<file path="config.mk">
export PLATFORM = sky130hd
export DESIGN_NAME = prim_ram_2p_fifo_ctrl
export DESIGN_NICKNAME = d
export VERILOG_FILES = /design/src/rtl/prim_ram_2p_fifo_pkg.sv /design/src/rtl/prim_ram_2p_fifo_outbuf.sv /design/src/rtl/prim_ram_2p_fifo_ctrl.sv
export SDC_FILE = /design/constraint.sdc
export NUM_CORES = 1
export LEC_CHECK = 0
export ABC_CLOCK_PERIOD_IN_PS = 3200
export CELL_PAD_IN_SITES_DETAIL_PLACEMENT = 2
export CELL_PAD_IN_SITES_GLOBAL_PLACEMENT = 2
export CORE_AREA = 2 2 160 162
export CTS_CLUSTER_DIAMETER = 50
export DETAILED_ROUTE_END_ITERATION = 10
export DIE_AREA = 0 0 162 164
export HOLD_SLACK_MARGIN = 0.06
export PLACE_DENSITY = 0.76
export SETUP_SLACK_MARGIN = 0.2
export SYNTH_ARGS = -nofsm -noshare
export SYNTH_HDL_FRONTEND = slang
export SYNTH_SLANG_ARGS = --single-unit
</file>
<file path="constraint.sdc">
create_clock -name clk_i -period 3.2 [get_ports clk_i]
set_clock_uncertainty 0.2 [all_clocks]
set_input_delay 0.32 -clock clk_i [delete_from_list [all_inputs] [get_ports clk_i]]
set_output_delay 0.32 -clock clk_i [all_outputs]
set_load 0.02 [all_outputs]
</file>
<file path="src/rtl/prim_ram_2p_fifo_pkg.sv">
// Shared types for the 2-port-RAM FIFO controller: output buffer size and
// wrap-aware pointer (index + phase) handling for arbitrary depths.
package prim_ram_2p_fifo_pkg;

    localparam int OutBufDepth = 2;
    localparam int MaxAw       = 16;

    typedef struct packed {
        logic             phase;
        logic [MaxAw-1:0] idx;
    } ptr_t;

    // Depth need not be a power of two, so the wrap point is explicit.
    function automatic ptr_t ptr_inc(input ptr_t p, input int depth);
        ptr_t r;
        if (p.idx == MaxAw'(depth - 1)) begin
            r.idx   = '0;
            r.phase = ~p.phase;
        end else begin
            r.idx   = p.idx + MaxAw'(1);
            r.phase = p.phase;
        end
        return r;
    endfunction

endpackage

</file>
<file path="src/rtl/prim_ram_2p_fifo_outbuf.sv">
// Two-entry output buffer; entry 0 is the head and drives data_o directly
// from a register.
module prim_ram_2p_fifo_outbuf
    import prim_ram_2p_fifo_pkg::*;
#(
    parameter int Width = 32
) (
    input  logic             clk_i,
    input  logic             rst_ni,
    input  logic             clr_i,
    input  logic             push_i,
    input  logic [Width-1:0] data_i,
    input  logic             pop_i,
    output logic [Width-1:0] data_o,
    output logic             valid_o,
    output logic [1:0]       cnt_o
);

    logic [Width-1:0] d0_q, d0_d, d1_q, d1_d;
    logic [1:0]       cnt_q, cnt_d;
    logic             pop_eff, push_eff;

    assign pop_eff  = pop_i && (cnt_q != 2'd0);
    assign push_eff = push_i && ((cnt_q != 2'(OutBufDepth)) || pop_eff);

    always_comb begin
        d0_d  = d0_q;
        d1_d  = d1_q;
        cnt_d = cnt_q;
        if (clr_i) begin
            cnt_d = 2'd0;
        end else begin
            case ({push_eff, pop_eff})
                2'b10: begin
                    if (cnt_q == 2'd0) d0_d = data_i;
                    else               d1_d = data_i;
                    cnt_d = cnt_q + 2'd1;
                end
                2'b01: begin
                    if (cnt_q == 2'd2) d0_d = d1_q;
                    cnt_d = cnt_q - 2'd1;
                end
                2'b11: begin
                    // Count is unchanged; the new entry lands behind whatever stays.
                    if (cnt_q == 2'd1) begin
                        d0_d = data_i;
                    end else begin
                        d0_d = d1_q;
                        d1_d = data_i;
                    end
                end
                default: ;
            endcase
        end
    end

    always_ff @(posedge clk_i or negedge rst_ni) begin
        if (!rst_ni) begin
            d0_q  <= '0;
            d1_q  <= '0;
            cnt_q <= 2'd0;
        end else begin
            d0_q  <= d0_d;
            d1_q  <= d1_d;
            cnt_q <= cnt_d;
        end
    end

    assign data_o  = d0_q;
    assign valid_o = (cnt_q != 2'd0);
    assign cnt_o   = cnt_q;

endmodule

</file>
<file path="src/rtl/prim_ram_2p_fifo_ctrl.sv">
// FIFO controller driving an external dual-port SRAM (A write, B read).
// Define PRIM_RAM_2P_FIFO_BYPASS_EN to let pushes skip the RAM when it is empty.
module prim_ram_2p_fifo_ctrl
    import prim_ram_2p_fifo_pkg::*;
#(
    parameter  int Width  = 32,
    parameter  int Depth  = 128,
    localparam int Aw     = $clog2(Depth),
    localparam int DepthW = $clog2(Depth + 3)
) (
    input  logic              clk_i,
    input  logic              rst_ni,
    input  logic              clr_i,
    input  logic              wvalid_i,
    output logic              wready_o,
    input  logic [Width-1:0]  wdata_i,
    output logic              rvalid_o,
    input  logic              rready_i,
    output logic [Width-1:0]  rdata_o,
    output logic [DepthW-1:0] depth_o,
    output logic              ram_a_req_o,
    output logic              ram_a_write_o,
    output logic [Aw-1:0]     ram_a_addr_o,
    output logic [Width-1:0]  ram_a_wdata_o,
    output logic [Width-1:0]  ram_a_wmask_o,
    output logic              ram_b_req_o,
    output logic              ram_b_write_o,
    output logic [Aw-1:0]     ram_b_addr_o,
    input  logic [Width-1:0]  ram_b_rdata_i
);

    localparam int CntW = $clog2(Depth + 1);

    ptr_t             wptr_q, wptr_d, rptr_q, rptr_d;
    logic             inflight_q, inflight_d;
    logic [MaxAw:0]   ptr_diff;
    logic [CntW-1:0]  ram_cnt;
    logic [1:0]       buf_cnt;
    logic [2:0]       occ;
    logic             push, pop, issue, bypass, ram_wr, buf_push;
    logic [Width-1:0] buf_data;

    // Occupancy from pointers only, so a same-cycle write is never readable yet.
    always_comb begin
        if (wptr_q.phase == rptr_q.phase) begin
            ptr_diff = {1'b0, wptr_q.idx} - {1'b0, rptr_q.idx};
        end else begin
            ptr_diff = {1'b0, wptr_q.idx} + (MaxAw + 1)'(Depth) - {1'b0, rptr_q.idx};
        end
    end
    assign ram_cnt = ptr_diff[CntW-1:0];

    assign wready_o = (ram_cnt != CntW'(Depth));
    assign push     = wvalid_i && wready_o && !clr_i;
    assign pop      = rvalid_o && rready_i && !clr_i;

`ifdef PRIM_RAM_2P_FIFO_BYPASS_EN
    assign bypass = push && (ram_cnt == '0) && !inflight_q && (buf_cnt != 2'(OutBufDepth));
`else
    assign bypass = 1'b0;
`endif

    assign ram_wr = push && !bypass;
    assign occ    = {1'b0, buf_cnt} + {2'b00, inflight_q};
    assign issue  = !clr_i && (ram_cnt != '0) && ((occ < 3'd2) || pop);

    always_comb begin
        wptr_d     = ram_wr ? ptr_inc(wptr_q, Depth) : wptr_q;
        rptr_d     = issue  ? ptr_inc(rptr_q, Depth) : rptr_q;
        inflight_d = issue;
        if (clr_i) begin
            wptr_d     = '0;
            rptr_d     = '0;
            inflight_d = 1'b0;
        end
    end

    always_ff @(posedge clk_i or negedge rst_ni) begin
        if (!rst_ni) begin
            wptr_q     <= '0;
            rptr_q     <= '0;
            inflight_q <= 1'b0;
        end else begin
            wptr_q     <= wptr_d;
            rptr_q     <= rptr_d;
            inflight_q <= inflight_d;
        end
    end

    // Bypass and RAM return are mutually exclusive (bypass needs inflight_q == 0).
    assign buf_push = !clr_i && (inflight_q || bypass);
    assign buf_data = bypass ? wdata_i : ram_b_rdata_i;

    prim_ram_2p_fifo_outbuf #(
        .Width (Width)
    ) u_outbuf (
        .clk_i   (clk_i),
        .rst_ni  (rst_ni),
        .clr_i   (clr_i),
        .push_i  (buf_push),
        .data_i  (buf_data),
        .pop_i   (pop),
        .data_o  (rdata_o),
        .valid_o (rvalid_o),
        .cnt_o   (buf_cnt)
    );

    assign depth_o = DepthW'(ram_cnt) + DepthW'(buf_cnt) + DepthW'(inflight_q);

    assign ram_a_req_o   = ram_wr;
    assign ram_a_write_o = 1'b1;
    assign ram_a_addr_o  = wptr_q.idx[Aw-1:0];
    assign ram_a_wdata_o = wdata_i;
    assign ram_a_wmask_o = '1;
    assign ram_b_req_o   = issue;
    assign ram_b_write_o = 1'b0;
    assign ram_b_addr_o  = rptr_q.idx[Aw-1:0];

endmodule

</file>
==> flow_summary_export.csv, run 1 <==
group,metric,value,unit
job,drv_cap,0,
critical_path,critical_path.startpoint_type,"flop",
detailed_routing,routed_wl,23200,um
pwr,total_leakage_power,4.02,nW
min_path,hold_path_end,"inflight_q",
logic_synthesis,synth-seq-cells,101,
global_route,grt_usage,16.6,%
critical_path,endpoint_kind,"output pin",
detailed_routing,route.vias.total,5439,
clock_network,numCtsBuffers,9,
floorplanning,core,0.0248,mm2
timing,setup_tns,-19.84,ns
detailed_routing,drt-initial-drc-count,204,
outcome,status,"finished, violations left",
clock_network,cts_buffer_depth,2,
final_layout,final_cell_area,0.00941,mm2
min_path,hold_depth,2,
critical_path,timing.rr.start,"ram_b_addr_o[1]",
pwr,power.switching,3.39,mW
detailed_routing,drc,0,
global_route,grt_pass1_vias,6097,
pwr,swShare,41.6,%
min_path,holdCritStartpoint,"clr_i",
logic_synthesis,syn_avg_cell_area,9.59,um2
timing,max_freq,0.264,GHz
timing,maxSlewHeadroom,40.9,%
floorplanning,dieArea,0.0266,mm2
pwr,pwr-share-seq,24.5,%
critical_path,max_stage_delay,0.52,ns
timing,tightest_slew,0.881,ns
final_layout,finalNetCount,918,
pwr,power_density,866,mW/mm2
floorplanning,io_pins,193,
pwr,clock_power_share,14.2,%
global_route,grt_pass1_wl,34500,um
timing,hold_violations,0,
clock_network,cts.sinks,101,
logic_synthesis,yosysTopAreaCellShare,39.5,%
final_layout,syn2layout_area_growth,47.2,%
logic_synthesis,ys.flop_type,"dfrtp_1",
clock_network,worstSkewPairLatency,0.36,ns
detailed_routing,wl_per_cell,20.1,um
outcome,violations,"negative setup slack",
place,hpwl,15100,um
detailed_routing,firstDrtPassIters,4,
logic_synthesis,netlist_area,0.00639,mm2
floorplanning,std_cell_rows,58,
logic_synthesis,yosysUniqueCellTypes,60,
final_layout,final_util,37.9,%
critical_path,cp_max_fo,3,
final_layout,drive_gt1_share,37.0,%
critical_path,cp_slowest_cell,"or4_4",
place,place_ws,-0.585,ns
final_layout,diodes,0,
logic_synthesis,synthesis.yosys.warnings,0,
critical_path,crit_arrival,3.27,ns
place,placed_cells,1099,
timing,period_needed,3.79,ns
critical_path,rr_endpoint,"ram_b_addr_o[3]",
detailed_routing,via_per_inst,4.71,
place,dpl_cell_area,0.00801,mm2
timing,final-setup-viol-count,43,
logic_synthesis,ys_top_cells_by_area,"dfrtp_1, buf_4, mux2_2, mux2i_1, a21oi_1",
logic_synthesis,ys_top_cells_by_count,"dfrtp_1, buf_4, nor2_1, a21oi_1",
critical_path,cp_num_buf_inv,4,
clock_network,htree_num_levels,3,
floorplanning,start_util,25.8,%
timing,finalCritPeriodShare,118,%
clock_network,cts_tree,"done",
timing,maxSlewViolCount,0,
critical_path,rr_worst_depth,16,
final_layout,final_cell_count_no_fill,1156,
logic_synthesis,synth_top_area_cell,"dfrtp_1",
final_layout,fillers,2659,
timing,finalWorstSetupSlack,-0.591,ns
critical_path,cp.required,2.68,ns
logic_synthesis,synth_most_common_cell,"dfrtp_1",
global_route,overflow,0,
detailed_routing,ant_nets,0,
critical_path,cp_cell_sequence,"inv_2 -> ha_4 -> ha_4 -> inv_2 -> fa_2 -> nand2b_4 -> a211oi_4 -> or4_4 -> a31oi_4 -> buf_12 -> xor2_4 -> o22ai_4 -> nor2_4 -> buf_6",
floorplanning,dieHeight,164,um
global_route,grt_antenna_before_repair,0,
critical_path,cp_top_family,"simple AND/OR/NAND/NOR gates",
critical_path,crit_type,"flop to output pin",
place,place_congestion,0.783,
logic_synthesis,synth_edf_count,0,
pwr,p_int,4.76,mW
pwr,vdd_drop_max,0.626,mV
min_path,min_path_type,"input pin to flop",
critical_path,rrSetupSlack,-0.55,ns
pwr,pwr-share-comb,61.3,%
timing,rsz0062_at_grt,"yes",
logic_synthesis,synth_cells,667,
logic_synthesis,synthArstFlopShare,100,%
clock_network,clkTransAtPathRegs,0.08,ns
clock_network,root_buffer,"clkbuf_16",
floorplanning,die_w,162,um
place,portBuffers,94,
logic_synthesis,yosysSeqAreaShare,39.5,%
global_route,grt_max_degree,65,
[kinds of logic after synthesis]
group / after synthesis / share of synthesized area, %
compound gates: 125 / 12.3
xor+xnor: 20 / 3.03
fa+ha+maj: 28 / 6.54
buf+inv: 144 / 13.3
flops: 101 / 39.5
mux: 67 / 11.1
other cells: 2 / 0.117
simple gates: 180 / 14.1
[cell type report]
cell class / count / area [um2] / share of cell area, %
Tap cell: 330 / 413 / 4.39
Clock inverter: 7 / 80.1 / 0.851
Sequential cell: 101 / 2530 / 26.9
Clock buffer: 9 / 225 / 2.39
Timing Repair Buffer: 220 / 2110 / 22.4
Inverter: 35 / 134 / 1.42
Multi-Input combinational cell: 454 / 3920 / 41.6
[what timing repair did]
item | CTS | global route
hold endpoints to repair | 48 | 0
buffers inserted | 18 | 20
gates resized for setup | 156 | 51
gates cloned | 2 | 0
hold buffers | 1 | 0
setup endpoints to repair | 45 | 45
pin swaps | 42 | 21
[how the worst max path moves through the flow]
stage	depth (start not counted)	end	startpoint	slack [ns]
finish	14	ram_b_req_o	ram_b_addr_o[1]	-0.59
global route	14	ram_b_req_o	ram_b_addr_o[1]	-0.64
floorplan	12	ram_b_req_o	ram_b_addr_o[4]	-0.13
detailed placement	12	depth_o[7]	ram_a_addr_o[1]	-0.58
global placement	13	depth_o[7]	ram_b_addr_o[1]	-0.47
CTS	13	depth_o[7]	ram_b_addr_o[1]	-0.51
[layer usage]
metal | routed length [um] | GRT usage, % | vias to the layer above
met1 | 9180 | 19.4 | 2792
met3 | 671 | 2.17 | 44
met5 | 0 | 0 | -
met4 | 720 | 5.59 | 0
met2 | 12700 | 31.4 | 111
li1 | - | - | 2492
[placed cells by master (no fill, tap or decap), drive strengths merged, types with 6 or more instances in the layout]
cell type,n
nand2b,8
or3,10
inv,38
dfrtp,101
nor2b,11
conb,34
xor2,8
clkdlybuf4s50,82
buf,137
o32ai,9
a211oi,7
nor4,6
ha,19
clkbuf,9
and3,8
a21oi,59
fa,9
mux2,32
o31ai,8
o21ai,21
mux2i,35
xnor2,12
nand2,27
nor2,69
nand3,17
[registers in the layout, indices dropped and copies added (netlist names)]
signal / count
wptr_q: 10
ram_a_addr_o: 7
u_outbuf.cnt_o: 2
inflight_q: 1
u_outbuf.d1_q: 32
rptr_q: 10
ram_b_addr_o: 7
u_outbuf.data_o: 32
[power by group through the flow]
stage | logic (mW) | registers (mW) | clock network, mW
after floorplan | 2.10 | 2.19 | 0
after global placement | 3.74 | 1.97 | 0
after detailed placement | 3.89 | 2.01 | 0
after CTS | 4.53 | 2.00 | 1.18
after global routing | 5.32 | 2.06 | 1.25
final | 5.00 | 1.99 | 1.16
[stage by stage]
step | hold WS [ns] | power (mW)
final | 0.295 | 8.15
after global routing | 0.323 | 8.63
after global placement | 0.221 | 5.71
after detailed placement | 0.225 | 5.90
after floorplan | -0.176 | 4.29
after CTS | 0.290 | 7.71
Power figures use the tool's default switching activity.
==> run 2: changes to the inputs <==
--- a/config.mk
+++ b/config.mk
@@ -8,10 +8,10 @@
 export ABC_CLOCK_PERIOD_IN_PS = 3200
 export CELL_PAD_IN_SITES_DETAIL_PLACEMENT = 2
 export CELL_PAD_IN_SITES_GLOBAL_PLACEMENT = 2
-export CORE_AREA = 2 2 160 162
+export CORE_AREA = 2 2 136 191
 export CTS_CLUSTER_DIAMETER = 50
 export DETAILED_ROUTE_END_ITERATION = 10
-export DIE_AREA = 0 0 162 164
+export DIE_AREA = 0 0 138 193
 export HOLD_SLACK_MARGIN = 0.06
 export PLACE_DENSITY = 0.76
 export SETUP_SLACK_MARGIN = 0.2
==> run 2 against run 1 <==
Net effect: the flow still finishes with violations (negative setup slack); combinational power is essentially flat; sequential cell count is the same; register-to-register slack lost 0.07 ns; cell count shrank 1.6%; setup slack lost 0.025 ns; sequential share of layout area grew 0.80 points; die area grew 0.25%; first-iteration DRC count shrank 41%; count of clock-buffer cells in the layout is the same; global-route usage shrank 0.69 points; largest power group unchanged.
==> flow_summary_export.csv, run 2 (same netlist as run 1, synthesis figures left out) <==
group,metric,value,unit
outcome,status,"finished, violations left",
outcome,violations,"negative setup slack",
global_route,grt_usage,16.0,%
final_layout,syn2layout_area_growth,43.0,%
final_layout,diodes,0,
detailed_routing,ant_nets,0,
critical_path,cp_num_buf_inv,9,
clock_network,numCtsBuffers,9,
final_layout,final_cell_mix,"dfrtp_1, buf_4, clkdlybuf4s50_1, nor2_1, a21oi_1",
job,drv_cap,0,
final_layout,fillers,2728,
floorplanning,start_util,25.5,%
floorplanning,std_cell_rows,69,
timing,period_needed,3.82,ns
place,placed_cells,1084,
clock_network,clkTransAtPathRegs,0.08,ns
critical_path,rr_endpoint,"ram_a_addr_o[1]",
detailed_routing,wl_per_cell,20.0,um
clock_network,htree_num_levels,3,
final_layout,drive_gt1_share,34.9,%
critical_path,cp_slowest_cell,"dfrtp_1",
floorplanning,die_w,138,um
timing,hold_violations,0,
critical_path,cp_cell_sequence,"inv_2 -> ha_4 -> inv_4 -> ha_4 -> inv_2 -> fa_2 -> nand2b_4 -> a211oi_4 -> or4_4 -> a31oi_4 -> buf_6 -> xor2_4 -> buf_4 -> buf_6 -> buf_6 -> a21oi_4 -> buf_6 -> nand3_2 -> a21oi_2 -> buf_4",
place,place_congestion,0.797,
detailed_routing,via_per_inst,4.76,
global_route,overflow,0,
clock_network,root_buffer,"clkbuf_16",
pwr,vdd_drop_max,0.413,mV
pwr,power_density,891,mW/mm2
floorplanning,core,0.0250,mm2
critical_path,cp_max_fo,5,
floorplanning,io_pins,193,
critical_path,rrSetupSlack,-0.62,ns
global_route,grt_pass1_wl,33300,um
clock_network,cts.sinks,101,
critical_path,crit_top_cell,"buf_6",
timing,rsz0062_at_grt,"yes",
final_layout,finalNetCount,911,
critical_path,cp-startpoint,"ram_a_addr_o[0]",
timing,maxSlewViolCount,0,
floorplanning,dieArea,0.0266,mm2
detailed_routing,routed_wl,22700,um
place,hpwl,14600,um
critical_path,critical_path.startpoint_type,"flop",
min_path,holdCritStartpoint,"clr_i",
pwr,total_leakage_power,3.96,nW
place,portBuffers,94,
min_path,hold_depth,2,
global_route,grt_antenna_before_repair,0,
critical_path,cp_top_family,"buffers and inverters",
critical_path,crit_type,"flop to flop",
critical_path,cp.required,3.30,ns
clock_network,cts_tree,"done",
final_layout,final_util,36.5,%
timing,max_freq,0.262,GHz
min_path,min_path_type,"input pin to flop",
global_route,grt_pass1_vias,5912,
detailed_routing,firstDrtPassIters,4,
final_layout,final_cell_count_no_fill,1138,
clock_network,cts_buffer_depth,2,
critical_path,timing.rr.start,"ram_a_addr_o[0]",
detailed_routing,drt-initial-drc-count,121,
critical_path,max_stage_delay,0.43,ns
timing,maxSlewHeadroom,44.0,%
min_path,hold_path_end,"u_outbuf.cnt_o[0]",
critical_path,crit_arrival,3.92,ns
floorplanning,dieHeight,193,um
detailed_routing,drc,0,
critical_path,rr_worst_depth,20,
critical_path,endpoint_kind,"flop",
place,place_ws,-0.588,ns
clock_network,worstSkewPairLatency,0.37,ns
timing,finalWorstSetupSlack,-0.616,ns
global_route,grt_max_degree,65,
timing,finalCritPeriodShare,119,%
detailed_routing,route.vias.total,5417,
timing,tightest_slew,0.834,ns
final_layout,layout_commonest_cell,"dfrtp_1",
pwr,finalPower,8.14,mW
timing,final-setup-viol-count,42,
run 2: cell count changes in the layout (fill, tap and decap cells not counted), moves of 3 or more:
| cell | change |
|---|---|
| a21oi_2 | -4 |
| a21oi_4 | -3 |
| o21ai_0 | +3 |
| or3_4 | -4 |
| o21ai_2 | +4 |
| buf_4 | -3 |
| or3_1 | +4 |
| o21ai_1 | -4 |
| o32ai_1 | +3 |
| o21ai_4 | -3 |
| a21oi_1 | +7 |
| o32ai_4 | -3 |
run 2: final cells by class:
type	count	area, um2	area share [%]
sequential	101	2530	27.7
tap	319	399	4.36
multi-input combinational	454	3770	41.2
timing repair buffer	213	2000	21.9
clock buffer	9	225	2.46
clock inverter	7	86.3	0.944
inverter	35	134	1.46
run 2: through the flow:
step                setup TNS, ns  hold WS, ns  instance area (um2)
global placement           -10.66        0.214                 7950
detailed placement         -15.93        0.221                 7950
floorplan                  -0.244       -0.176                 6700
global route               -22.70        0.257                 9150
CTS                        -16.18        0.228                 8740
finish                     -19.54        0.226                 9150
run 2: worst max-delay path by stage:
stage / slack, ns / depth (start not counted) / endpoint
6_report: -0.62 / 20 / ram_a_addr_o[1]
4_1_cts: -0.58 / 13 / ram_b_req_o
3_3_place_gp: -0.47 / 14 / ram_b_req_o
3_5_place_dp: -0.59 / 14 / ram_b_req_o
2_1_floorplan: -0.13 / 12 / ram_b_req_o
5_1_grt: -0.68 / 18 / ram_b_addr_o[6]
run 2: timing repair:
| item | 4_1_cts | 5_1_grt |
|---|---|---|
| hold endpoints to repair | 45 | 0 |
| endpoints found under the setup margin | 45 | 45 |
| pin swaps | 24 | 20 |
| gates cloned | 1 | 1 |
| resized for setup | 124 | 50 |
| hold buffers | 1 | 0 |
| setup buffers | 17 | 18 |
run 2: report_power, final:
part	total, mW	internal, mW	switching [mW]	leakage, nW
sequential	1.97	1.72	0.247	1.24
combinational	5.00	2.44	2.57	2.57
clock	1.18	0.566	0.609	0.153
run 2: layer usage:
layer / wire length [um] / vias to the layer above / part of all wire [%] / track usage (%)
met1: 8700 / 2759 / 38 / 17.2
li1: - / 2469 / - / -
met3: 699 / 52 / 3.1 / 2.57
met2: 12600 / 137 / 56 / 31.1
met4: 709 / 0 / 3.1 / 6.16
met5: 0 / - / 0 / 0
==> run 3: changes to the inputs <==
--- a/config.mk
+++ b/config.mk
@@ -6,6 +6,7 @@
 export NUM_CORES = 1
 export LEC_CHECK = 0
 export ABC_CLOCK_PERIOD_IN_PS = 3200
+export CAP_MARGIN = 10
 export CELL_PAD_IN_SITES_DETAIL_PLACEMENT = 2
 export CELL_PAD_IN_SITES_GLOBAL_PLACEMENT = 2
 export CORE_AREA = 2 2 136 191
==> results of run 3 <==
Same layout as run 2: the final DEF is identical, and so are final timing and power.
